**config.mk**
```make
export PLATFORM = sky130hd
export DESIGN_NAME = cla_addsub_pipe_flat
export DESIGN_NICKNAME = d
export VERILOG_FILES = /design/src/rtl/cla_pkg.sv /design/src/rtl/cla_addsub_pipe_if.sv /design/src/rtl/cla_block.sv /design/src/rtl/cla_addsub_pipe.sv /design/src/flat_wrapper.sv
export SDC_FILE = /design/constraint.sdc
export NUM_CORES = 1
export LEC_CHECK = 0
export CAP_MARGIN = 0
export CORE_UTILIZATION = 54
export DETAILED_ROUTE_END_ITERATION = 6
export PLACE_DENSITY = 0.85
export SLEW_MARGIN = 20
export SYNTH_ARGS = -nofsm -noshare
export SYNTH_HDL_FRONTEND = slang
export SYNTH_SLANG_ARGS = --single-unit
```
**constraint.sdc**
```tcl
create_clock -name clk -period 7.1 [get_ports clk]
set_input_delay 1.775 -clock clk [delete_from_list [all_inputs] [get_ports clk]]
set_output_delay 1.775 -clock clk [all_outputs]
set_load 0.005 [all_outputs]
```
**src/rtl/cla_pkg.sv**
```systemverilog
// Shared constants, parameter legality check and the generate/propagate pair
// used by the pipelined carry-lookahead adder/subtractor.
package cla_pkg;

    localparam int DEF_WIDTH  = 16;
    localparam int DEF_BLOCK  = 4;
    localparam int DEF_STAGES = 2;

    typedef struct packed {
        logic g;
        logic p;
    } gp_t;

    // Every slice must be a whole number of lookahead groups.
    function automatic bit cla_params_legal(int width, int block, int stages);
        return (width >= 4) && (width <= 64) &&
               (stages >= 1) && (stages <= 4) &&
               (block >= 1) && ((width % (block * stages)) == 0);
    endfunction

endpackage

```
**src/rtl/cla_addsub_pipe_if.sv**
```systemverilog
// Operand/result handshake bundle for cla_addsub_pipe.
// The master drives operands and out_ready; the slave is the adder pipe.
interface cla_addsub_pipe_if #(
    parameter int WIDTH = cla_pkg::DEF_WIDTH
);
    logic             in_valid;
    logic             in_ready;
    logic [WIDTH-1:0] a;
    logic [WIDTH-1:0] b;
    logic             sub;
    logic             cin;
    logic             out_valid;
    logic             out_ready;
    logic [WIDTH-1:0] sum;
    logic             cout;
    logic             ovf;

    modport master (
        output in_valid, a, b, sub, cin, out_ready,
        input  in_ready, out_valid, sum, cout, ovf
    );

    modport slave (
        input  in_valid, a, b, sub, cin, out_ready,
        output in_ready, out_valid, sum, cout, ovf
    );
endinterface

```
**src/rtl/cla_block.sv**
```systemverilog
// One BLOCK-bit carry-lookahead group: sum bits from the group carry-in, plus
// the group generate/propagate pair for the next lookahead level.
module cla_block
    import cla_pkg::*;
#(
    parameter int BLOCK = DEF_BLOCK
) (
    input  logic [BLOCK-1:0] a_i,
    input  logic [BLOCK-1:0] b_i,
    input  logic             ci_i,
    output logic [BLOCK-1:0] s_o,
    output gp_t              gp_o
);
    logic [BLOCK-1:0] g;
    logic [BLOCK-1:0] p;
    logic [BLOCK:0]   c;
    logic             g_acc;
    logic             p_acc;

    assign g = a_i & b_i;
    assign p = a_i ^ b_i;

    // Group G/P never look at ci_i, so the group-level chain has no loop.
    always_comb begin
        g_acc = 1'b0;
        p_acc = 1'b1;
        for (int i = 0; i < BLOCK; i++) begin
            g_acc = g[i] | (p[i] & g_acc);
            p_acc = p_acc & p[i];
        end
    end

    assign gp_o.g = g_acc;
    assign gp_o.p = p_acc;

    // Bit carries inside the group; flattens to a two-level lookahead.
    always_comb begin
        c    = '0;
        c[0] = ci_i;
        for (int i = 0; i < BLOCK; i++) begin
            c[i+1] = g[i] | (p[i] & c[i]);
        end
    end

    assign s_o = p ^ c[BLOCK-1:0];

endmodule

```
**src/rtl/cla_addsub_pipe.sv**
```systemverilog
// Pipelined carry-lookahead adder/subtractor with valid/ready handshake.
// Stage k adds slice k; the slice carry, finished low sum bits and the
// unconsumed high operand bits travel with the beat.
// Optional feature macro: CLA_ADDSUB_SAT_EN (signed saturation of sum on ovf).
module cla_addsub_pipe
    import cla_pkg::*;
#(
    parameter int WIDTH  = DEF_WIDTH,
    parameter int BLOCK  = DEF_BLOCK,
    parameter int STAGES = DEF_STAGES
) (
    input logic              clk,
    input logic              rst,
    cla_addsub_pipe_if.slave bus
);
    localparam int SW = WIDTH / STAGES;
    localparam int NG = SW / BLOCK;
    localparam int L  = STAGES - 1;

    if (!cla_params_legal(WIDTH, BLOCK, STAGES)) begin : g_illegal
        $error("cla_addsub_pipe: illegal WIDTH/BLOCK/STAGES combination");
    end

    logic [STAGES-1:0] v_q;
    logic [STAGES-1:0] v_d;
    logic [STAGES-1:0] vin;
    logic [STAGES:0]   adv;
    logic              rdy_q;
    logic              in_fire;

    // A stage moves when it is empty or its successor moves.
    always_comb begin
        adv         = '0;
        adv[STAGES] = bus.out_ready;
        for (int k = STAGES - 1; k >= 0; k--) begin
            adv[k] = ~v_q[k] | adv[k+1];
        end
    end

    // rdy_q keeps in_ready low until the first edge after reset release.
    assign bus.in_ready = rdy_q & adv[0];
    assign in_fire      = bus.in_valid & bus.in_ready;

    // Valid bits shift on advance; an empty stage takes a bubble, collapsing gaps.
    always_comb begin
        vin    = '0;
        vin[0] = in_fire;
        for (int k = 1; k < STAGES; k++) begin
            vin[k] = v_q[k-1];
        end
        for (int k = 0; k < STAGES; k++) begin
            v_d[k] = adv[k] ? vin[k] : v_q[k];
        end
    end

    // Valid/ready state; reset discards any beats in flight.
    always_ff @(posedge clk or negedge rst) begin
        if (!rst) begin
            v_q   <= '0;
            rdy_q <= 1'b0;
        end else begin
            v_q   <= v_d;
            rdy_q <= 1'b1;
        end
    end

    for (genvar k = 0; k < STAGES; k++) begin : g_stg
        localparam int HW = WIDTH - k * SW;   // operand bits from this slice up
        localparam int LW = (k + 1) * SW;     // sum bits finished after this stage

        logic [HW-1:0] a_src;
        logic [HW-1:0] bx_src;
        logic          c_src;
        logic [SW-1:0] slc_s;
        logic [NG:0]   gc;
        gp_t           gp [NG];
        logic [LW-1:0] s_d;
        logic [LW-1:0] s_q;
        logic          c_q;

        if (k == 0) begin : g_in
            // Subtract is a + ~b + ~cin, so invert once at the input.
            assign a_src  = bus.a;
            assign bx_src = bus.sub ? ~bus.b : bus.b;
            assign c_src  = bus.sub ? ~bus.cin : bus.cin;
            assign s_d    = slc_s;
        end else begin : g_mid
            assign a_src  = g_stg[k-1].g_fwd.a_q;
            assign bx_src = g_stg[k-1].g_fwd.bx_q;
            assign c_src  = g_stg[k-1].c_q;
            assign s_d    = {slc_s, g_stg[k-1].s_q};
        end

        for (genvar j = 0; j < NG; j++) begin : g_grp
            cla_block #(.BLOCK(BLOCK)) u_blk (
                .a_i  (a_src[j*BLOCK +: BLOCK]),
                .b_i  (bx_src[j*BLOCK +: BLOCK]),
                .ci_i (gc[j]),
                .s_o  (slc_s[j*BLOCK +: BLOCK]),
                .gp_o (gp[j])
            );
        end

        // Group-level lookahead across the slice.
        always_comb begin
            gc    = '0;
            gc[0] = c_src;
            for (int j = 0; j < NG; j++) begin
                gc[j+1] = gp[j].g | (gp[j].p & gc[j]);
            end
        end

        // Slice result and inter-slice carry register.
        always_ff @(posedge clk or negedge rst) begin
            if (!rst) begin
                s_q <= '0;
                c_q <= 1'b0;
            end else if (adv[k] && vin[k]) begin
                s_q <= s_d;
                c_q <= gc[NG];
            end
        end

        if (k < L) begin : g_fwd
            logic [HW-SW-1:0] a_q;
            logic [HW-SW-1:0] bx_q;

            // High operand bits not consumed yet ride along with the beat.
            always_ff @(posedge clk or negedge rst) begin
                if (!rst) begin
                    a_q  <= '0;
                    bx_q <= '0;
                end else if (adv[k] && vin[k]) begin
                    a_q  <= a_src[HW-1:SW];
                    bx_q <= bx_src[HW-1:SW];
                end
            end
        end else begin : g_last
            logic o_d;
            logic o_q;

            assign o_d = (a_src[HW-1] == bx_src[HW-1]) && (s_d[LW-1] != a_src[HW-1]);

            // Signed overflow needs the operand signs, known only in the top slice.
            always_ff @(posedge clk or negedge rst) begin
                if (!rst) begin
                    o_q <= 1'b0;
                end else if (adv[k] && vin[k]) begin
                    o_q <= o_d;
                end
            end
        end
    end

    assign bus.out_valid = v_q[L];
    assign bus.cout      = g_stg[L].c_q;
    assign bus.ovf       = g_stg[L].g_last.o_q;

`ifdef CLA_ADDSUB_SAT_EN
    // On overflow the operand sign is the inverse of the wrapped sum sign.
    always_comb begin
        if (g_stg[L].g_last.o_q) begin
            bus.sum = {~g_stg[L].s_q[WIDTH-1], {(WIDTH-1){g_stg[L].s_q[WIDTH-1]}}};
        end else begin
            bus.sum = g_stg[L].s_q;
        end
    end
`else
    assign bus.sum = g_stg[L].s_q;
`endif

endmodule

```
**src/flat_wrapper.sv**
```systemverilog
// flat-port wrapper written by rule: the top's interface ports become plain ports
module cla_addsub_pipe_flat import cla_pkg::*;
#(
    parameter int WIDTH  = DEF_WIDTH,
    parameter int BLOCK  = DEF_BLOCK,
    parameter int STAGES = DEF_STAGES
)
  (clk, rst, bus_in_valid, bus_a, bus_b, bus_sub, bus_cin, bus_out_ready, bus_in_ready, bus_out_valid, bus_sum, bus_cout, bus_ovf);
  cla_addsub_pipe_if #(.WIDTH(WIDTH)) bus_i ();
  input logic clk;
  input logic rst;
  input wire logic [$bits(bus_i.in_valid)-1:0] bus_in_valid;
  input wire logic [$bits(bus_i.a)-1:0] bus_a;
  input wire logic [$bits(bus_i.b)-1:0] bus_b;
  input wire logic [$bits(bus_i.sub)-1:0] bus_sub;
  input wire logic [$bits(bus_i.cin)-1:0] bus_cin;
  input wire logic [$bits(bus_i.out_ready)-1:0] bus_out_ready;
  output wire logic [$bits(bus_i.in_ready)-1:0] bus_in_ready;
  output wire logic [$bits(bus_i.out_valid)-1:0] bus_out_valid;
  output wire logic [$bits(bus_i.sum)-1:0] bus_sum;
  output wire logic [$bits(bus_i.cout)-1:0] bus_cout;
  output wire logic [$bits(bus_i.ovf)-1:0] bus_ovf;
  assign bus_i.in_valid = bus_in_valid;
  assign bus_i.a = bus_a;
  assign bus_i.b = bus_b;
  assign bus_i.sub = bus_sub;
  assign bus_i.cin = bus_cin;
  assign bus_i.out_ready = bus_out_ready;
  assign bus_in_ready = bus_i.in_ready;
  assign bus_out_valid = bus_i.out_valid;
  assign bus_sum = bus_i.sum;
  assign bus_cout = bus_i.cout;
  assign bus_ovf = bus_i.ovf;
  cla_addsub_pipe #(.WIDTH(WIDTH), .BLOCK(BLOCK), .STAGES(STAGES)) u_core (.clk(clk), .rst(rst), .bus(bus_i));
endmodule
```
==> results of run 1 <==
## logic make-up after synthesis
kind of cell	count (synthesis)	synth area share [%]
other	1	0.145
XOR/XNOR	22	7.43
adder cells (fa/ha/maj)	28	17.0
AND/OR/NAND/NOR	40	7.63
multiplexers	21	10.4
buffers and inverters	26	5.26
AO/OA/AOI/OAI	35	7.72
flip-flops	46	44.4
## worst register-to-register path: stages, from the launching register on
cell and delay (ns):
dfrtp_1 0.41, ha_1 0.28, a21o_1 0.17, a21oi_1 0.14
o21ai_0 0.18, fa_1 0.51, fa_1 0.46, fa_1 0.50
xnor2_1 0.16, o31ai_1 0.20
## stage by stage
step | cell area, um^2 | cells
detailed placement | 3160 | 321
CTS | 3270 | 329
finish | 3270 | 329
global route | 3270 | 329
global placement | 3160 | 321
floorplan | 2590 | 219
## power by group
| part | leakage, nW | internal (mW) | switching [mW] |
|---|---|---|---|
| Sequential | 0.559 | 0.340 | 0.0534 |
| Clock | 0.0524 | 0.105 | 0.0836 |
| Combinational | 0.887 | 0.216 | 0.129 |
| Total | 1.50 | 0.661 | 0.266 |
## metal layers
layer  vias to the layer above  wire, um  track usage (%)  share of wire [%]
met5                         -         0                0                  0
met4                         0        87             8.00                1.7
met3                         7       179             3.38                3.6
met2                        50      2640             39.9                 53
met1                       840      2120             28.8                 42
li1                        841         -                -                  -
## worst max-delay path by stage
| stage | start | slack (ns) | depth (start not counted) | endpoint |
|---|---|---|---|---|
| after floorplan | bus_sub | 2.67 | 13 | u_core.g_stg[0].s_q[7]$_DFFE_PN0P_ |
| after global placement | bus_sub | 1.79 | 12 | u_core.g_stg[0].s_q[7]$_DFFE_PN0P_ |
| after detailed placement | bus_sub | 1.58 | 12 | u_core.g_stg[0].s_q[7]$_DFFE_PN0P_ |
| after CTS | bus_sub | 1.89 | 12 | u_core.g_stg[0].s_q[7]$_DFFE_PN0P_ |
| after global routing | bus_sub | 1.68 | 12 | u_core.g_stg[0].s_q[7]$_DFFE_PN0P_ |
| final | bus_sub | 1.89 | 12 | u_core.g_stg[0].s_q[7]$_DFFE_PN0P_ |
## placed cells by master, fill, tap and decap left out
master,instances
inv_1,18
o22ai_1,1
and2_4,1
nand2_1,24
nor2_1,4
o32a_1,1
clkbuf_1,2
buf_4,2
ha_1,16
nand4_1,1
clkbuf_8,5
nor3_1,1
conb_1,1
a2111oi_0,1
dfrtp_1,46
or2b_1,1
or2_2,1
mux2_4,9
nand3_2,1
o21ai_0,20
o21a_1,2
fa_1,12
bufinv_16,1
mux2_2,12
a21oi_1,6
and2_1,1
xor2_1,11
o31ai_1,2
nand2b_4,1
nand3b_1,2
and4_1,1
a21o_1,1
nand3_1,1
a22oi_1,1
clkdlybuf4s50_1,56
xnor2_1,11
## registers in the layout, indices dropped and copies added (netlist names)
name and flops:
u_core.g_stg.g_fwd.a_q 8, u_core.bus.sum 16, u_core.g_stg.g_fwd.bx_q 8, u_core.bus.cout 1, u_core.g_stg.s_q 8, u_core.rdy_q 1, u_core.g_stg.c_q 1, u_core.v_q 2
u_core.bus.ovf 1
## area by class of cell
cell class / instances / area share (%)
clock buffer: 7 / 2.33
clock inverter: 1 / 0.918
inverter: 18 / 2.07
multi-input combinational: 147 / 39.9
sequential: 46 / 35.2
tap: 52 / 1.99
timing repair buffer: 58 / 17.6
==> impl_metrics.toml, run 1 <==
[worst_setup_path]
critPathMaxStageDelay_ns = 1.10
crit_path_frequent_cell = "fa_1"
r2r-start = "u_core.g_stg[0].g_fwd.a_q[0]$_DFFE_PN0P_"
path_cells = "clkdlybuf4s50_1, xor2_1, ha_1, a21oi_1, o22ai_1, o21a_1, nor2_1, fa_1, fa_1, fa_1, xor2_1, o21ai_0"
worstPathArrival_ns = 5.42
crit_type = "input port to flip-flop"
reg2reg_to = "u_core.bus.ovf$_DFFE_PN0P_"
cp_max_fo = 17
path_buf_inv = 1
ff2ff_path_depth = 9
crit_required_ns = 7.31
setup.worst_path.start_class = "input port"
slowest_stage = "clkdlybuf4s50_1"
r2r_slack_ns = 4.01
end_kind = "flip-flop"
cpLargestDelayFamily = "adder cells"

[layout]
multi_input_area_um2 = 1310
fillers = 330
regArea_um2 = 1150
syn_to_final_growth_pct = 26.2
drive_gt1_share_pct = 11.9
final_nets = 342
num_antenna_cells = 0
fin_util_pct = 73.1

[min_path]
min_from = "u_core.bus.sum[15]$_DFFE_PN0P_"
min_path_type = "flip-flop to flip-flop"
worstHoldEndpoint = "u_core.bus.sum[15]$_DFFE_PN0P_"
holdPathStages = 2

[clock_tree]
cts_resized = 0
cts_buffers = 5
clkLatencyLatePin_ns = 0.30
cts.sink_count = 46
cts_tree = "built"
htreeDepth = 2
cts_buffer_depth = 2
path_clk_slew_ns = 0.08
cts_setup_buffers = 0
ctsHoldBuffers = 0
cts_root_buf = "clkbuf_8"

[timing]
skew_ns = 0.00615
rsz0062_at_grt = "no"
fin_crit_sh_pct = 73.3
finalHoldViolations = 0
finalMaxSlewViolations = 0
setup-tns-final_ns = 0
tightest_slew_ns = 0.953
clock.fmax_ghz = 0.192
maxSlewHeadroom_pct = 36.3
fin_ws_ns = 1.89
setup_viol = 0
whs_ns = 0.487
finalCriticalPeriod_ns = 5.21

[drt]
drc = 2
drt_iter0_markers = 51
ant_nets = 0
dr_total_vias = 1738
routed_wl_um = 5020
via_per_inst = 5.28
drt_first_pass_iters = 6
wl_per_cell_um = 15.3

[logic_synthesis]
syn_inst = 219
netlist_area_um2 = 2590
async_reset_ff_share_pct = 100
synth_area_leaders = "dfrtp_1 (44%), fa_1 (9.3%), ha_1 (7.7%)"
synth_common_cells = "dfrtp_1 (46), nand2_1 (24), o21ai_0 (20)"
yosys_warnings = 0
ys_types = 35
ys.flop_type = "dfrtp_1"
ys_ff_latch = 46
synth_edf_count = 0
synth.avg_cell_area_um2 = 11.8
synth_nets = 285
yosys.cell_count.top_type = "dfrtp_1"
ys_seq_area_share_pct = 44.4
yosysTopAreaCellShare_pct = 44.4
synth_top_area_cell = "dfrtp_1"

[power_and_ir_drop]
power_uw = 928
p_per_area_nw_per_um2 = 284
power.leakage_nw = 1.50
peakVddDrop_mv = 0.123

[run_status]
status = "finished, violations left"
failed_checks = "design-rule violations"

[floorplan]
initial_core_util_pct = 57.9
io_pins = 58
die_y_um = 71.3
die_area_um2 = 5080
die_w_um = 71.3
num_rows = 24
core_area_um2 = 4470

[global_routing]
grt_util_all_layers_pct = 22.7
grt_pass1_wl_um = 8620
grt_pass1_vias = 1868
grt-ovfl-total = 0
grt_max_degree = 47
antenna_found_initial = 0

[place]
io_buffers = 57
pre_cts_ws_ns = 1.58
hpwlAfterDp_um = 3830
place.gp.congestion = 0.843

[job]
maxCapViolCount = 0
Note: power is estimated with default switching activity, not from simulation.
==> run 2: changes to the inputs <==
Settings changed: CORE_UTILIZATION 54 to 50, PLACE_DENSITY 0.85 to 0.79.
Clock period 7.1 ns to 5 ns, I/O delays scaled along.
==> run 2 against run 1 <==
  * The run now ends clean
  * Via count shrank 0.58%
  * Routed wire length fell by 9.5%
  * Sequential power up 40%
==> impl_metrics.toml, run 2 (same netlist as run 1, synthesis figures left out) <==
[layout]
largest_reg_flops = 16
regArea_um2 = 1150
num_antenna_cells = 0
final_common_cell = "clkdlybuf4s50_1"
syn_to_final_growth_pct = 28.7
final_area_um2 = 3340
mostFrequentLayoutCells = "clkdlybuf4s50_1 (56), dfrtp_1 (46), nand2_1 (24)"
fillers = 365
multi_input_area_um2 = 1310
drive_gt1_share_pct = 13.3
fin_util_pct = 68.8
final_nets = 344

[floorplan]
num_rows = 25
die_y_um = 74.0
io_pins = 58
die_w_um = 74.0
core_area_um2 = 4850
die_area_um2 = 5480
initial_core_util_pct = 53.5

[timing]
rsz0062_at_grt = "no"
clock.fmax_ghz = 0.239
maxSlewHeadroom_pct = 63.2
setup_viol = 0
finalHoldViolations = 0
whs_ns = 0.490
tightest_slew_ns = 0.538
finalMaxSlewViolations = 0
fin_crit_sh_pct = 83.6
finalCriticalPeriod_ns = 4.18
setup-tns-final_ns = 0
skew_ns = 0.00733

[worst_setup_path]
startpoint = "bus_sub"
slowest_stage = "clkdlybuf4s50_1"
path_depth = 12
r2r_slack_ns = 1.92
setup.worst_path.start_class = "input port"
critPathMaxStageDelay_ns = 0.59
cp_max_fo = 8
ff2ff_path_depth = 9
reg2reg_to = "u_core.bus.ovf$_DFFE_PN0P_"
worstPathArrival_ns = 4.39
end_kind = "flip-flop"
r2r-start = "u_core.g_stg[0].g_fwd.a_q[0]$_DFFE_PN0P_"
cp-endpoint = "u_core.g_stg[0].s_q[7]$_DFFE_PN0P_"
crit_type = "input port to flip-flop"
path_cells = "clkdlybuf4s50_1, xor2_1, ha_1, a21oi_1, o22ai_1, o21a_1, nor2_1, fa_1, fa_1, fa_1, xor2_1, o21ai_0"
crit_required_ns = 5.21
path_buf_inv = 1
crit_path_frequent_cell = "fa_1"
cpLargestDelayFamily = "adder cells"

[drt]
drc = 0
dr_total_vias = 1728
routed_wl_um = 4550
ant_nets = 0
drt_first_pass_iters = 4
via_per_inst = 4.99
drt_iter0_markers = 61
wl_per_cell_um = 13.1

[power_and_ir_drop]
power.leakage_nw = 1.52
power_mw = 1.36
peakVddDrop_mv = 0.189
p_per_area_nw_per_um2 = 408

[global_routing]
grt_util_all_layers_pct = 19.2
grt_pass1_vias = 1743
grt_pass1_wl_um = 7820
grt-ovfl-total = 0
grt_max_degree = 47
antenna_found_initial = 0

[min_path]
min_path_type = "flip-flop to flip-flop"
min_from = "u_core.g_stg[0].s_q[2]$_DFFE_PN0P_"

[place]
place.gp.congestion = 0.829
hpwlAfterDp_um = 3570
io_buffers = 57
dpl_cell_area_um2 = 3200

[clock_tree]
clkLatencyLatePin_ns = 0.30
cts_setup_buffers = 0
cts_resized = 0
cts_buffers = 5
path_clk_slew_ns = 0.08
ctsHoldBuffers = 0
htreeDepth = 2
cts_tree = "built"
cts_root_buf = "clkbuf_8"
cts_buffer_depth = 2
cts.sink_count = 46

[job]
maxCapViolCount = 0

[run_status]
status = "complete, no violations"
## run 2: report_power, final
part | switching, mW | internal [mW] | leakage, nW
Combinational | 0.177 | 0.305 | 0.897
Clock | 0.128 | 0.200 | 0.0683
Sequential | 0.0698 | 0.483 | 0.559
## run 2: worst min-delay path by stage
stage	cells past startpoint	end	slack, ns
final	2	u_core.g_stg[0].s_q[2]$_DFFE_PN0P_	0.49
after global routing	2	u_core.g_stg[0].s_q[4]$_DFFE_PN0P_	0.52
after CTS	2	u_core.g_stg[0].s_q[3]$_DFFE_PN0P_	0.49
after detailed placement	2	u_core.g_stg[0].s_q[3]$_DFFE_PN0P_	0.47
after global placement	2	u_core.bus.sum[8]$_DFFE_PN0P_	0.46
after floorplan	2	u_core.g_stg[0].s_q[0]$_DFFE_PN0P_	0.44
## run 2: through the flow
step | worst slack, ns | std cells
floorplan | 1.10 | 219
global placement | 0.669 | 338
detailed placement | 0.530 | 338
CTS | 0.833 | 346
global route | 0.643 | 346
finish | 0.818 | 346
## run 2: area by class of cell
type,count,area share (%)
clock inverter,3,2.06
timing repair buffer,60,17.7
tap,67,2.51
clock buffer,5,2.06
sequential,46,34.5
multi-input combinational,147,39.1
inverter,18,2.03
## run 2: tightest hold or removal path: cells and delay by family (launching register included)
family / cells / cell delay [ns]
DFF: 1 / 0.35
AOI/OAI and AO/OA: 1 / 0.06
and+or+nand+nor: 1 / 0.04
## run 2: metal layers
layer / GRT usage, % / vias to the layer above / routed length, um
met1: 25.0 / 833 / 2050
met2: 30.9 / 49 / 2150
met5: 0 / - / 0
li1: - / 841 / -
met3: 5.83 / 5 / 283
met4: 5.98 / 0 / 63
==> run 3: changes to the inputs <==
Clock period 5 ns to 4.1 ns, I/O delays scaled along.
==> run 3 against run 2 <==
  * Routed wire length is 2.3% higher
  * Sequential power increased by 22%
  * Clock-buffer cell count is 1 higher
  * Critical path depth is the same
  * Flip-flop and latch count is the same
  * Setup slack worse by 0.54 ns
  * Combinational power grew 22%
  * Power rose by 14%
  * Final cell count is the same
  * Clock power is 12% lower
  * Worst hold slack lost 0.0071 ns
  * Largest cell class unchanged
==> impl_metrics.toml, run 3 (same netlist as run 1, synthesis figures left out) <==
[drt]
drt_iter0_markers = 82
ant_nets = 0
via_per_inst = 4.95
wl_per_cell_um = 13.4
drc = 0
dr_total_vias = 1714
routed_wl_um = 4650
drt_first_pass_iters = 4

[floorplan]
initial_core_util_pct = 53.5
die_area_um2 = 5480
die_y_um = 74.0
io_pins = 58
die_w_um = 74.0
core_area_um2 = 4850
num_rows = 25

[timing]
skew_ns = 0.00466
finalHoldViolations = 0
tightest_slew_ns = 0.568
whs_ns = 0.483
fin_crit_sh_pct = 93.3
maxSlewHeadroom_pct = 62.1
finalMaxSlewViolations = 0
rsz0062_at_grt = "no"
finalCriticalPeriod_ns = 3.83
clock.fmax_ghz = 0.261
setup_viol = 0

[place]
dpl_cell_area_um2 = 3200
hpwlAfterDp_um = 3630
io_buffers = 57
place.gp.congestion = 0.858

[layout]
final_common_cell = "clkdlybuf4s50_1"
syn_to_final_growth_pct = 27.0
drive_gt1_share_pct = 13.3
final_nets = 344
mostFrequentLayoutCells = "clkdlybuf4s50_1 (56), dfrtp_1 (46), nand2_1 (24)"
fillers = 409
largest_reg_flops = 16
num_antenna_cells = 0
final_area_um2 = 3290

[clock_tree]
cts_resized = 0
clkLatencyLatePin_ns = 0.30
path_clk_slew_ns = 0.09
cts_buffers = 5
htreeDepth = 2
cts_setup_buffers = 0
cts_buffer_depth = 2
cts.sink_count = 46
cts_tree = "built"
cts_root_buf = "clkbuf_8"
ctsHoldBuffers = 0

[worst_setup_path]
slowest_stage = "clkdlybuf4s50_1"
end_kind = "flip-flop"
worstPathArrival_ns = 4.04
cp_max_fo = 6
cpLargestDelayFamily = "adder cells"
path_buf_inv = 1
critPathMaxStageDelay_ns = 0.53
setup.worst_path.start_class = "input port"
crit_required_ns = 4.31
path_cells = "clkdlybuf4s50_1, xor2_1, ha_1, a21oi_1, o22ai_1, o21a_1, nor2_1, fa_1, fa_1, fa_1, xor2_1, o21ai_0"
crit_path_frequent_cell = "fa_1"
crit_type = "input port to flip-flop"

[global_routing]
grt_util_all_layers_pct = 19.6
grt_max_degree = 47
antenna_found_initial = 0
grt_pass1_vias = 1733
grt_pass1_wl_um = 7940
grt-ovfl-total = 0

[power_and_ir_drop]
p_int_mw = 1.10
p_per_area_nw_per_um2 = 471
power.leakage_nw = 1.50
switchingPower_uw = 455
peakVddDrop_mv = 0.194
seqPwrFrac_pct = 43.5
pwr-share-clk_pct = 18.6
p_sw_share_pct = 29.3
combPwrFrac_pct = 37.9

[run_status]
status = "complete, no violations"

[min_path]
min_path_type = "flip-flop to flip-flop"

[job]
maxCapViolCount = 0
run 3: power groups by stage:
stage	logic, mW	clock network (mW)	registers [mW]
6_report	0.588	0.289	0.675
5_1_grt	0.659	0.317	0.692
4_1_cts	0.597	0.298	0.678
3_5_place_dp	0.596	0	0.686
3_3_place_gp	0.574	0	0.680
2_1_floorplan	0.314	0	0.676
run 3: through the flow:
stage / worst slack (ns) / utilization (%) / total power, mW / setup TNS (ns) / instances
finish: 0.273 / 67.9 / 1.55 / 0 / 346
global route: 0.112 / 67.9 / 1.67 / 0 / 346
CTS: 0.268 / 67.9 / 1.57 / 0 / 346
detailed placement: -0.0398 / 65.9 / 1.28 / -0.0398 / 338
global placement: 0.0750 / 65.9 / 1.25 / 0 / 338
floorplan: 0.424 / - / 0.990 / 0 / 219
run 3: per-layer routing:
metal | part of all wire (%) | global-route usage (%) | vias to the layer above
li1 | - | - | 849
met1 | 45 | 26.0 | 816
met4 | 1.4 | 5.77 | 0
met3 | 5.2 | 5.83 | 6
met5 | 0 | 0 | -
met2 | 48 | 31.2 | 43
run 3: area by class of cell:
type	count	area (um^2)	share of cell area, %
clock inverter	2	12.5	0.380
timing repair buffer	60	591	17.9
sequential	46	1150	35.0
tap	67	83.8	2.55
inverter	18	67.6	2.05
multi-input combinational	147	1310	39.6
clock buffer	6	82.6	2.51
run 3: path summary, 6_finish.rpt:
kind	start	endpoint	slack [ns]	cells past startpoint
max	bus_sub	u_core.g_stg[0].s_q[7]$_DFFE_PN0P_	0.27	12
min	u_core.bus.ovf$_DFFE_PN0P_	u_core.bus.ovf$_DFFE_PN0P_	0.48	2
max reg2reg	u_core.g_stg[0].g_fwd.a_q[0]$_DFFE_PN0P_	u_core.bus.ovf$_DFFE_PN0P_	1.04	9
min reg2reg	u_core.bus.ovf$_DFFE_PN0P_	u_core.bus.ovf$_DFFE_PN0P_	0.48	2
max in group asynchronous	rst	u_core.bus.sum[8]$_DFFE_PN0P_	3.00	1
min in group asynchronous	rst	u_core.g_stg[0].s_q[7]$_DFFE_PN0P_	0.71	1
run 3: worst min-delay path, cell delays in order (launching register included):
cell,delay (ns)
dfrtp_1,0.35
nand2_1,0.05
o31ai_1,0.05
